===== src/rtl/uart_loader_if.sv =====
// ============================================================================
// Module  : uart_loader_if
// Purpose : Bus bundle between the loader, the uart_rx register port and the
//           single-master memory write port.
// Rev     : 1.0  initial release
// ============================================================================
`default_nettype none

interface uart_loader_if;
    logic        uart_cyc;
    logic        uart_addr;
    logic        uart_we;
    logic [7:0]  uart_dat;
    logic        mem_cyc;
    logic        mem_we;
    logic [15:0] mem_addr;
    logic [15:0] mem_dat;
    logic        mem_ack;

    modport master (
        output uart_cyc, uart_addr, uart_we,
        input  uart_dat,
        output mem_cyc, mem_we, mem_addr, mem_dat,
        input  mem_ack
    );

    modport slave (
        input  uart_cyc, uart_addr, uart_we,
        output uart_dat,
        input  mem_cyc, mem_we, mem_addr, mem_dat,
        output mem_ack
    );
endinterface

`default_nettype wire


===== src/rtl/uart_loader.sv =====
// ============================================================================
// Module  : uart_loader
// Purpose : Polls uart_rx, parses an ADDR/CNT/data/CSUM packet and writes each
//           16-bit word to memory. Reports done or a coded error.
// Rev     : 1.0  initial release
// ============================================================================
`default_nettype none

module uart_loader #(
    parameter int TIMEOUT   = 25000,
    parameter int TIMEOUT_W = 16
) (
    input  wire logic        i_clk,
    input  wire logic        i_reset,
    input  wire logic        i_start,
    output logic             o_busy,
    output logic             o_done,
    output logic             o_err,
    output logic [1:0]       o_err_code,
    uart_loader_if.master    bus
);

    typedef enum logic [2:0] {
        S_IDLE  = 3'd0,
        S_POLL  = 3'd1,
        S_READ  = 3'd2,
        S_WRITE = 3'd3,
        S_DONE  = 3'd4,
        S_ERR   = 3'd5
    } state_t;

    typedef enum logic [1:0] {
        P_HDR  = 2'd0,
        P_LO   = 2'd1,
        P_HI   = 2'd2,
        P_CSUM = 2'd3
    } phase_t;

    localparam logic [TIMEOUT_W-1:0] c_timeout_last = TIMEOUT_W'(TIMEOUT - 1);

    state_t               r_state;
    state_t               w_next;
    phase_t               r_phase;
    logic [1:0]           r_hdr_idx;
    logic [7:0]           r_csum;
    logic [TIMEOUT_W-1:0] r_timeout;
    logic                 r_started;
    logic [15:0]          r_addr;
    logic [15:0]          r_cnt;
    logic [15:0]          r_dat;
    logic                 r_busy;
    logic                 r_done;
    logic                 r_err;
    logic [1:0]           r_err_code;
    logic [1:0]           w_code;
    logic                 w_uart_cyc;
    logic                 w_uart_addr;
    logic                 w_timeout_hit;

    // Timeout only runs once the packet has begun, so an idle line before the
    // first byte waits indefinitely.
    assign w_timeout_hit = (TIMEOUT != 0) && r_started && (r_timeout == c_timeout_last);

    always_comb begin
        w_next      = r_state;
        w_code      = 2'd0;
        w_uart_cyc  = 1'b0;
        w_uart_addr = 1'b0;
        case (r_state)
            S_IDLE: begin
                if (i_start) w_next = S_POLL;
            end
            S_POLL: begin
                w_uart_cyc  = 1'b1;
                w_uart_addr = 1'b1;
                if (bus.uart_dat[1]) begin
                    w_next = S_ERR;
                    w_code = 2'd2;
                end else if (bus.uart_dat[0]) begin
                    w_next = S_READ;
                end else if (w_timeout_hit) begin
                    w_next = S_ERR;
                    w_code = 2'd1;
                end
            end
            S_READ: begin
                w_uart_cyc = 1'b1;
                case (r_phase)
                    P_HI:   w_next = S_WRITE;
                    P_CSUM: begin
                        if (bus.uart_dat == r_csum) begin
                            w_next = S_DONE;
                        end else begin
                            w_next = S_ERR;
                            w_code = 2'd3;
                        end
                    end
                    default: w_next = S_POLL;
                endcase
            end
            S_WRITE: begin
                if (bus.mem_ack) w_next = S_POLL;
            end
            S_DONE:  w_next = S_IDLE;
            S_ERR:   w_next = S_IDLE;
            default: w_next = S_IDLE;
        endcase
    end

    always_ff @(posedge i_clk) begin
        if (!i_reset) begin
            r_state    <= S_IDLE;
            r_phase    <= P_HDR;
            r_hdr_idx  <= 2'd0;
            r_csum     <= 8'h00;
            r_timeout  <= '0;
            r_started  <= 1'b0;
            r_addr     <= 16'h0000;
            r_cnt      <= 16'h0000;
            r_dat      <= 16'h0000;
            r_busy     <= 1'b0;
            r_done     <= 1'b0;
            r_err      <= 1'b0;
            r_err_code <= 2'd0;
        end else begin
            r_state <= w_next;
            case (r_state)
                S_IDLE: begin
                    if (i_start) begin
                        r_busy     <= 1'b1;
                        r_done     <= 1'b0;
                        r_err      <= 1'b0;
                        r_err_code <= 2'd0;
                        r_phase    <= P_HDR;
                        r_hdr_idx  <= 2'd0;
                        r_csum     <= 8'h00;
                        r_timeout  <= '0;
                        r_started  <= 1'b0;
                    end
                end
                S_POLL: begin
                    if (!bus.uart_dat[1] && !bus.uart_dat[0] && r_started)
                        r_timeout <= r_timeout + 1'b1;
                end
                S_READ: begin
                    r_timeout <= '0;
                    r_started <= 1'b1;
                    if (r_phase != P_CSUM) r_csum <= r_csum ^ bus.uart_dat;
                    case (r_phase)
                        P_HDR: begin
                            case (r_hdr_idx)
                                2'd0:    r_addr[7:0]  <= bus.uart_dat;
                                2'd1:    r_addr[15:8] <= bus.uart_dat;
                                2'd2:    r_cnt[7:0]   <= bus.uart_dat;
                                default: r_cnt[15:8]  <= bus.uart_dat;
                            endcase
                            r_hdr_idx <= r_hdr_idx + 2'd1;
                            // CNT_H arrives now; a zero count skips straight to CSUM.
                            if (r_hdr_idx == 2'd3)
                                r_phase <= ({bus.uart_dat, r_cnt[7:0]} == 16'h0000) ? P_CSUM : P_LO;
                        end
                        P_LO: begin
                            r_dat[7:0] <= bus.uart_dat;
                            r_phase    <= P_HI;
                        end
                        P_HI: begin
                            r_dat[15:8] <= bus.uart_dat;
                            r_phase     <= P_LO;
                        end
                        default: ;
                    endcase
                end
                S_WRITE: begin
                    if (bus.mem_ack) begin
                        r_addr <= r_addr + 16'd1;
                        r_cnt  <= r_cnt - 16'd1;
                        if (r_cnt == 16'd1) r_phase <= P_CSUM;
                    end
                end
                default: ;
            endcase
            if (w_next == S_DONE) begin
                r_done <= 1'b1;
                r_busy <= 1'b0;
            end
            if (w_next == S_ERR) begin
                r_err      <= 1'b1;
                r_err_code <= w_code;
                r_busy     <= 1'b0;
            end
        end
    end

    assign o_busy        = r_busy;
    assign o_done        = r_done;
    assign o_err         = r_err;
    assign o_err_code    = r_err_code;
    assign bus.uart_cyc  = w_uart_cyc;
    assign bus.uart_addr = w_uart_addr;
    assign bus.uart_we   = 1'b0;
    assign bus.mem_cyc   = (r_state == S_WRITE);
    assign bus.mem_we    = (r_state == S_WRITE);
    assign bus.mem_addr  = r_addr;
    assign bus.mem_dat   = r_dat;

endmodule

`default_nettype wire

===== src/flat_wrapper.sv =====
// flat-port wrapper written by rule: the top's interface ports become plain ports
module uart_loader_flat 
#(
    parameter int TIMEOUT   = 25000,
    parameter int TIMEOUT_W = 16
)
  (i_clk, i_reset, i_start, o_busy, o_done, o_err, o_err_code, bus_uart_cyc, bus_uart_addr, bus_uart_we, bus_uart_dat, bus_mem_cyc, bus_mem_we, bus_mem_addr, bus_mem_dat, bus_mem_ack);
  uart_loader_if bus_i ();
  input  wire logic i_clk;
  input  wire logic i_reset;
  input  wire logic i_start;
  output logic o_busy;
  output logic o_done;
  output logic o_err;
  output logic [1:0] o_err_code;
  output wire logic [$bits(bus_i.uart_cyc)-1:0] bus_uart_cyc;
  output wire logic [$bits(bus_i.uart_addr)-1:0] bus_uart_addr;
  output wire logic [$bits(bus_i.uart_we)-1:0] bus_uart_we;
  input wire logic [$bits(bus_i.uart_dat)-1:0] bus_uart_dat;
  output wire logic [$bits(bus_i.mem_cyc)-1:0] bus_mem_cyc;
  output wire logic [$bits(bus_i.mem_we)-1:0] bus_mem_we;
  output wire logic [$bits(bus_i.mem_addr)-1:0] bus_mem_addr;
  output wire logic [$bits(bus_i.mem_dat)-1:0] bus_mem_dat;
  input wire logic [$bits(bus_i.mem_ack)-1:0] bus_mem_ack;
  assign bus_uart_cyc = bus_i.uart_cyc;
  assign bus_uart_addr = bus_i.uart_addr;
  assign bus_uart_we = bus_i.uart_we;
  assign bus_i.uart_dat = bus_uart_dat;
  assign bus_mem_cyc = bus_i.mem_cyc;
  assign bus_mem_we = bus_i.mem_we;
  assign bus_mem_addr = bus_i.mem_addr;
  assign bus_mem_dat = bus_i.mem_dat;
  assign bus_i.mem_ack = bus_mem_ack;
  uart_loader #(.TIMEOUT(TIMEOUT), .TIMEOUT_W(TIMEOUT_W)) u_core (.i_clk(i_clk), .i_reset(i_reset), .i_start(i_start), .o_busy(o_busy), .o_done(o_done), .o_err(o_err), .o_err_code(o_err_code), .bus(bus_i));
endmodule

===== config.mk =====
export PLATFORM = sky130hd
export DESIGN_NAME = uart_loader_flat
export DESIGN_NICKNAME = d
export VERILOG_FILES = /design/src/rtl/uart_loader_if.sv /design/src/rtl/uart_loader.sv /design/src/flat_wrapper.sv
export SDC_FILE = /design/constraint.sdc
export NUM_CORES = 1
export LEC_CHECK = 0
export ABC_AREA = 0
export BUFFER_PORTS_ARGS = -buffer_cell sky130_fd_sc_hd__clkbuf_2
export CAP_MARGIN = 0
export CORE_ASPECT_RATIO = 1.2
export CORE_MARGIN = 2
export CORE_UTILIZATION = 26
export DETAILED_ROUTE_END_ITERATION = 10
export GPL_ROUTABILITY_DRIVEN = 0
export HOLD_SLACK_MARGIN = 0.15
export PLACE_DENSITY_LB_ADDON = 0.25
export SLEW_MARGIN = 40
export SYNTH_ARGS = -nofsm -noshare
export SYNTH_HDL_FRONTEND = slang
export SYNTH_SLANG_ARGS = --single-unit

===== constraint.sdc =====
create_clock -name i_clk -period 3.7 [get_ports i_clk]
set_clock_uncertainty 0.05 [all_clocks]
set_input_delay 0 -clock i_clk [delete_from_list [all_inputs] [get_ports i_clk]]
set_output_delay 0 -clock i_clk [all_outputs]
set_load 0.01 [all_outputs]

# Word-level counts from Yosys, hierarchy flattened
# Cells that the tools add are included.
# op_classes
mux,48
eq_ne,27
addsub,4
n_reduce_logical,34
bitwise,2
# op_table
op,count
16-bit two-way mux,6
16-bit one-hot mux with 2 select lines,2
8-bit two-way mux,6
16-bit one-hot mux with 3 select lines,1
16-bit by 1-bit adder with 16-bit output (second input constant),2
2-bit two-way mux,12
16-bit by 1-bit == test with 1-bit output (second input constant),1
16-bit by 15-bit == test with 1-bit output (second input constant),1
16-bit logical NOT,1
8-bit one-hot mux with 2 select lines,1
4-bit AND reduction,4
16-bit by 1-bit subtractor with 16-bit output (second input constant),1
3-bit two-way mux,5
2-bit != test (second input constant),7
2-bit one-hot mux with 3 select lines,2
3-bit one-hot mux with 4 select lines,1
2-bit AND reduction,6
2-bit nonzero test,6
3-bit AND reduction,3
2-bit == test (second input constant),4
8-bit == test,1
1-bit two-way mux,8
2-bit by 1-bit != test with 1-bit output (second input constant),4
2-bit one-hot mux with 2 select lines,2
19 further kinds,28
# totals
reg_bits,85
output_inout_bits,42
elab_cells,131
inputBits,12

# Logic depth before layout (Yosys ltp)
# Gate-level depths: netlist of the first run.
# depth
ltp_word,9
depth_mapped,9

# Worst setup path before layout of the first run
# Ideal clock, no wire load.
# synth_path
path_kind,register to register
start,reg u_core.r_cnt[10]
end,reg u_core.r_phase[1]
arrival_time_ns,1.902
path_slack_ns,1.678
path_stages_with_launch,7
setup_time_ns,0.070
t_required_ns,3.580
path_cell_list,dfxtp_1 > or4_4 > or3_4 > nor3_2 > o21ai_2 > or3_1 > a21boi_1
# synth_between
elab_chain_len,3
# synth_lines
item,line_no,rtl
from (decl),uart_loader.sv:49,logic [15:0] r_cnt;
from (signal assigned),uart_loader.sv:155,default: r_cnt[15:8] <= bus.uart_dat;
from (signal assigned),uart_loader.sv:176,r_cnt <= r_cnt - 16'd1;
16-bit by 1-bit == test with 1-bit output,uart_loader.sv:177,if (r_cnt == 16'd1) r_phase <= P_CSUM;
2-bit by 1-bit != test with 1-bit output (no line),--,
6-bit AND reduction (no line),--,
to (signal assigned),uart_loader.sv:160,"r_phase <= ({bus.uart_dat, r_cnt[7:0]} == 16'h0000) ? P_CSUM : P_LO;"
to (decl),uart_loader.sv:43,phase_t r_phase;
# No other way between the ends.
# A chain may end at the register's enable or synchronous reset.

# Final worst setup path of the first run
# layout_path
start,reg u_core.r_state[0]
end,reg u_core.r_phase[1]
# layout_between
elab_chain_len,3
# layout_lines
item,line_no,rtl
from (decl),uart_loader.sv:41,state_t r_state;
from (signal assigned),uart_loader.sv:126,r_state <= w_next;
3-bit by 2-bit == test with 1-bit output or 3-bit logical NOT (tied branches),uart_loader.sv:127,case (r_state)
"4-bit by 3-bit != test with 1-bit output (no line), or another cell as far along",--,
6-bit AND reduction (no line),--,
# Several ways; a longest one is shown, not always the timed one.

==> reports/metrics.yaml, run 1 <==
die_x_microns: 125.7
synth-edff-count: 0
worst-path-buf-inv: 0
grt_max_degree: 44
maxCapViolations: 0
synth_cells: 591
cp_slowest_cell: "dfxtp_1"
synth_ff_type: "dfxtp_1"
synth_top_area_frac: 0.3683
portBuffers: 52
worst-path-stages: 6
path_cells: "nand2_1 > or4_1 > nor3_2 > o21ai_2 > or3_1 > a21boi_1"
grt_pass1_wl_microns: 21570
ys_top_cells_by_area: "dfxtp_1 37%, nand2_1 7.2%, o21ai_0 5.0%"
start_kind: "flip-flop"
die_h_microns: 150.0
reg2reg_slack_ns: 1.15
io_pins: 54
dr.pass1.iters: 5
rsz0062_at_grt: "false"
setup_tns_ns: 0
powerDensity_nw_per_um2: 384.8
cp_top_family: "simple AND/OR/NAND/NOR gates"
wl_per_cell_microns: 15.25
drt_iter0_markers: 254
nets: 661
tightest_slew_ns: 0.7631
worstSkewPairLatency_ns: 0.34
ys_warn_count: 0
cts_tree: "yes"
cp-startpoint: "u_core.r_state[0]$_SDFF_PN0_"
hp-class: "in2reg"
reg2reg_depth: 6
path_class: "reg2reg"
max_stage_delay_ns: 0.66
grt_pass1_vias: 4180
area_delta_synth_final_pct: 17.87
place_area_sq_um: 5035
yosysSeqAreaShare: 0.3683
drc: 0
power.static_leakage_nw: 2.011
maxSlewViolCount: 0
grt-ovfl-total: 0
dp_hpwl_microns: 9209
post-synth-top-area-cell: "dfxtp_1"
async_reset_ff_frac: 0
synth_most_common_cell: "nand2_1"
fin_crit_sh: 0.6895
synth.ff_latch_count: 85
cts_sinks: 85
ys_top_cells_by_count: "89 x nand2_1, 85 x dfxtp_1, 54 x nor2_1, 46 x o21ai_0, 38 x a21oi_1"
clock.fmax_mhz: 392.0
antenna_found_initial: 0
via_count: 4336
cp-end-kind: "flip-flop"
required_ns: 3.92
finalCriticalPeriod_ns: 2.551
die-area_sq_um: 18860
cts_made_buffers: 9
arrival_ns: 2.77
hold_ws_ns: 0.1756
status: "finished, final reports clean"
relSlewSlack: 0.4901
fillCellCount: 1878
core_sq_um: 17440
fin_area_sq_um: 5446
wirelength_microns: 13100
r2r_end: "u_core.r_phase[1]$_SDFFE_PN0P_"
postRouteAntennaNets: 0
finalSetupViolations: 0
ys_types: 62
cp_max_fo: 15
peakVddDrop_uv: 269.0
endpoint: "u_core.r_phase[1]$_SDFFE_PN0P_"
clk_pin_slew_ns: 0.06
syn_area_per_cell_sq_um: 7.818
clock_path_buffers: 2
rows: 53
syn_nets: 617
power_mw: 2.096
n_antenna_cell: 0
drive_gt1_frac: 0.1362
clockRootBuffer: "clkbuf_16"
drt-vias-per-instance: 5.048
synth_area_sq_um: 4621
rr_startpoint: "u_core.r_state[0]$_SDFF_PN0_"
cts_max_level: 3
hold_viol_final: 0
grt_util_all_layers: 0.1412
initial_core_util: 0.2649
[metrics by stage]
step / setup WS, ns / utilization / instances
after floorplan: 1.678 / - / 591
after global placement: 1.273 / 0.2887 / 836
after detailed placement: 1.256 / 0.2887 / 836
after CTS: 1.236 / 0.3114 / 859
after global routing: 1.002 / 0.3123 / 859
final: 1.149 / 0.3123 / 859
[how the worst min path moves through the flow]
stage | start | endpoint | slack [ns] | cells past startpoint
2_1_floorplan | bus_uart_dat[2] | u_core.bus.mem_dat[10]$_SDFFE_PN0P_ | 0.08 | 2
3_3_place_gp | bus_uart_dat[7] | u_core.bus.mem_dat[15]$_SDFFE_PN0P_ | 0.29 | 3
3_5_place_dp | bus_uart_dat[7] | u_core.bus.mem_dat[15]$_SDFFE_PN0P_ | 0.29 | 3
4_1_cts | bus_mem_ack | u_core.r_state[1]$_SDFF_PN0_ | 0.17 | 4
5_1_grt | bus_mem_ack | u_core.r_state[1]$_SDFF_PN0_ | 0.20 | 4
6_report | bus_mem_ack | u_core.r_state[1]$_SDFF_PN0_ | 0.18 | 4
[placed cells by master, fill, tap and decap left out, drive strengths merged, types with 4 or more instances in the layout]
master       instances
nand2               89
dfxtp               85
clkbuf              63
nor2                54
o21ai               47
a21oi               38
nor2b               25
nand3               24
nor3                19
a22oi               17
inv                 16
xor2                15
a21boi              15
ha                  14
and3                11
nand3b               8
a21o                 8
dlygate4sd3          8
nand4                6
o31ai                6
nand2b               5
and2                 4
mux2i                4
a211oi               4
[power breakdown]
part | total (mW) | switching, mW | internal [mW]
Clock | 0.987 | 0.381 | 0.606
Sequential | 0.941 | 0.0159 | 0.925
Combinational | 0.167 | 0.108 | 0.0594
Total | 2.10 | 0.505 | 1.59
[tightest hold or removal path: cells and delay by family]
kind	cells	cell delay (ns)
buf+inv	1	0.11
compound gates	1	0.20
simple gates	1	0.13
mux	1	0.07
[final cells by class]
cell class                      instances  area [sq um]  share of cell area
Multi-Input combinational cell        459          2728              0.5008
Sequential cell                        85          1702              0.3124
Timing Repair Buffer                   63         362.8             0.06662
Tap cell                              220         275.3             0.05054
Clock buffer                           11         242.7             0.04457
Clock inverter                          4         72.57             0.01332
Inverter                               17         63.81             0.01172
[logic make-up after synthesis]
group / count (synthesis) / synth area share
compound gates: 159 / 0.2239
xor+xnor: 18 / 0.03412
fa+ha+maj: 14 / 0.03791
buf+inv: 47 / 0.04495
flops: 85 / 0.3683
mux: 4 / 0.008665
other cells: 1 / 0.0008116
simple gates: 263 / 0.2813
[routing by layer]
layer / vias up / track usage / part of all wire
met5: - / 0 / 0
met4: 0 / 0.04111 / 0.012
met3: 10 / 0.03289 / 0.039
met2: 77 / 0.2438 / 0.49
met1: 2085 / 0.1755 / 0.46
li1: 2164 / - / -
[timing repair]
| action | 4_1_cts | 5_1_grt |
|---|---|---|
| hold endpoints to repair | 20 | 0 |
| hold buffers | 8 | 0 |
| gates resized for setup | 0 | 0 |
| buffers inserted | 0 | 0 |
[state kept, by name, summed over array words and instances, names as in the netlist]
register	flops
u_core.bus.mem_dat	16
u_core.r_cnt	16
u_core.bus.mem_addr	16
u_core.o_err	1
u_core.o_done	1
u_core.r_state	3
u_core.r_hdr_idx	2
u_core.r_phase	2
u_core.r_csum	8
u_core.r_timeout	16
u_core.r_started	1
u_core.o_busy	1
u_core.o_err_code	2
Note: power is estimated with default switching activity, not from simulation.
==> run 2: changes to the inputs <==
Clock period 3.7 ns to 2.6 ns, I/O delays scaled along.
==> reports/metrics.yaml, run 2 (synthesis results as in run 1) <==
clockRootBuffer: "clkbuf_16"
initial_core_util: 0.2649  # unchanged
n_antenna_cell: 0  # unchanged
hp-class: "in2reg"
arrival_ns: 2.45  # -0.32 ns
grt_util_all_layers: 0.1432  # +0.002006
peakVddDrop_uv: 308.7  # +15%
cp_slowest_cell: "dlygate4sd3_1"
core_sq_um: 17440  # unchanged
cts_sinks: 85  # unchanged
path_cells: "dlygate4sd3_1 > clkbuf_2 > inv_1 > a2111oi_0 > nand4_1 > o22ai_1 > a211o_1 > mux2i_1"
hold_viol_final: 0  # unchanged
finalSetupViolations: 0  # unchanged
postCtsSetupBuffers: 0  # unchanged
finalCriticalPeriod_ns: 2.224
powerDensity_nw_per_um2: 532.0  # +38%
via_count: 4409  # +1.7%
rsz0062_at_grt: "false"
grt_pass1_wl_microns: 21910  # +1.6%
place_area_sq_um: 5147  # +2.2%
reg2reg_depth: 6  # unchanged
clk_pin_slew_ns: 0.06  # about the same
cp_max_fo: 8  # -7
io_pins: 54  # unchanged
holdPathStages: 4  # unchanged
dp_hpwl_microns: 9605  # +4.3%
fin_area_sq_um: 5549  # +1.9%
hold_ws_ns: 0.1760  # +0.0004510 ns
cts_max_level: 3  # unchanged
cp-end-kind: "flip-flop"
drt-vias-per-instance: 5.033  # -0.29%
clock_path_buffers: 2  # unchanged
power.static_leakage_nw: 2.086  # +3.8%
die_x_microns: 125.7  # unchanged
power_mw: 2.952  # +41%
grt_pass1_vias: 4353  # +4.1%
fillCellCount: 1866  # -0.64%
postRouteAntennaNets: 0  # unchanged
final_common_cell: "nand2_1"
die-area_sq_um: 18860  # unchanged
setup_tns_ns: 0  # unchanged
fin_crit_sh: 0.8554
maxCapViolations: 0  # unchanged
wirelength_microns: 13250  # +1.1%
drc: 0  # unchanged
start_kind: "input pin"
final_cells: 876  # +2.0%
antenna_found_initial: 0  # unchanged
portBuffers: 52  # unchanged
nets: 677  # +2.4%
cts_tree: "yes"
grt_max_degree: 44  # unchanged
maxSlewViolCount: 0  # unchanged
die_h_microns: 150.0  # unchanged
drt_iter0_markers: 193  # -24%
layout_common_cells: "89 x nand2_1, 85 x dfxtp_1, 54 x nor2_1"
relSlewSlack: 0.5201  # +0.02997
grt-ovfl-total: 0  # unchanged
area_delta_synth_final_pct: 20.09
dr.pass1.iters: 5  # unchanged
cts_resized: 0  # unchanged
rows: 53  # unchanged
path_class: "in2reg"
max_stage_delay_ns: 0.53  # -0.13 ns
cts_hold_buf: 9  # +1
required_ns: 2.83  # -1.09 ns
worstSkewPairLatency_ns: 0.35  # about the same
status: "finished, final reports clean"
drive_gt1_frac: 0.1524  # +0.01629
place_inst: 851  # +1.8%
cts_made_buffers: 9  # unchanged
tightest_slew_ns: 0.7190  # -0.04410 ns
wl_per_cell_microns: 15.12  # -0.82%
clock.fmax_mhz: 449.7
[run 2: changes by cell type in the layout (fill, tap and decap cells not counted)]
cell	delta
buf_4	+15
a21oi_1	+3
a21oi_2	-3
bufinv_16	-1
clkbuf_1	-1
clkbuf_8	+1
clkinv_4	+1
clkinvlp_4	+1
dlygate4sd3_1	+1
nor3_1	+1
nor3_2	-1
[run 2: layout make-up]
class / count / area (sq um) / share of cell area
clock inverters: 5 / 58.81 / 0.01060
repair buffers: 79 / 485.5 / 0.08749
inverters: 17 / 63.81 / 0.01150
clock buffers: 11 / 252.7 / 0.04555
well taps: 220 / 275.3 / 0.04961
flip-flops and latches: 85 / 1702 / 0.3067
multi-input cells: 459 / 2711 / 0.4886
[run 2: routing by layer]
layer  up-vias  track usage  share of wire
li1       2208            -              -
met2        86       0.2497           0.49
met5         -            0              0
met1      2096       0.1746           0.45
met4         0      0.05944          0.019
met3        19      0.02431          0.036
[run 2: worst paths after layout]
kind                                                          from                                  to  slack [ns]
worst max-delay path                               bus_uart_dat[6]   u_core.o_err_code[0]$_SDFFE_PN0P_        0.38
worst min-delay path                                   bus_mem_ack        u_core.r_state[1]$_SDFF_PN0_        0.18
worst max register to register       u_core.r_cnt[10]$_SDFFE_PN0P_      u_core.r_phase[1]$_SDFFE_PN0P_        0.41
worst min register to register  u_core.bus.mem_dat[1]$_SDFFE_PN0P_  u_core.bus.mem_dat[1]$_SDFFE_PN0P_        0.41
[run 2: power by group]
group          leakage (nW)  total (mW)  switching (mW)  internal [mW]
Clock                 0.148        1.36           0.561          0.797
Combinational          1.25       0.262           0.163         0.0992
Sequential            0.686        1.33          0.0156           1.32
Total                  2.09        2.95           0.739           2.21
[run 2: worst max-delay path: cells and delay by family]
| kind | cells | cell delay, ns |
|---|---|---|
| AND/OR/NAND/NOR | 1 | 0.25 |
| buffers and inverters | 3 | 0.91 |
| multiplexers | 1 | 0.20 |
| AO/OA/AOI/OAI | 3 | 1.08 |
[run 2: stage by stage]
stage / util / setup WS, ns
after floorplan: - / 0.5780
after global placement: 0.2951 / 0.4762
after detailed placement: 0.2951 / 0.4217
after CTS: 0.3182 / 0.3562
after global routing: 0.3182 / 0.2103
final: 0.3182 / 0.3761
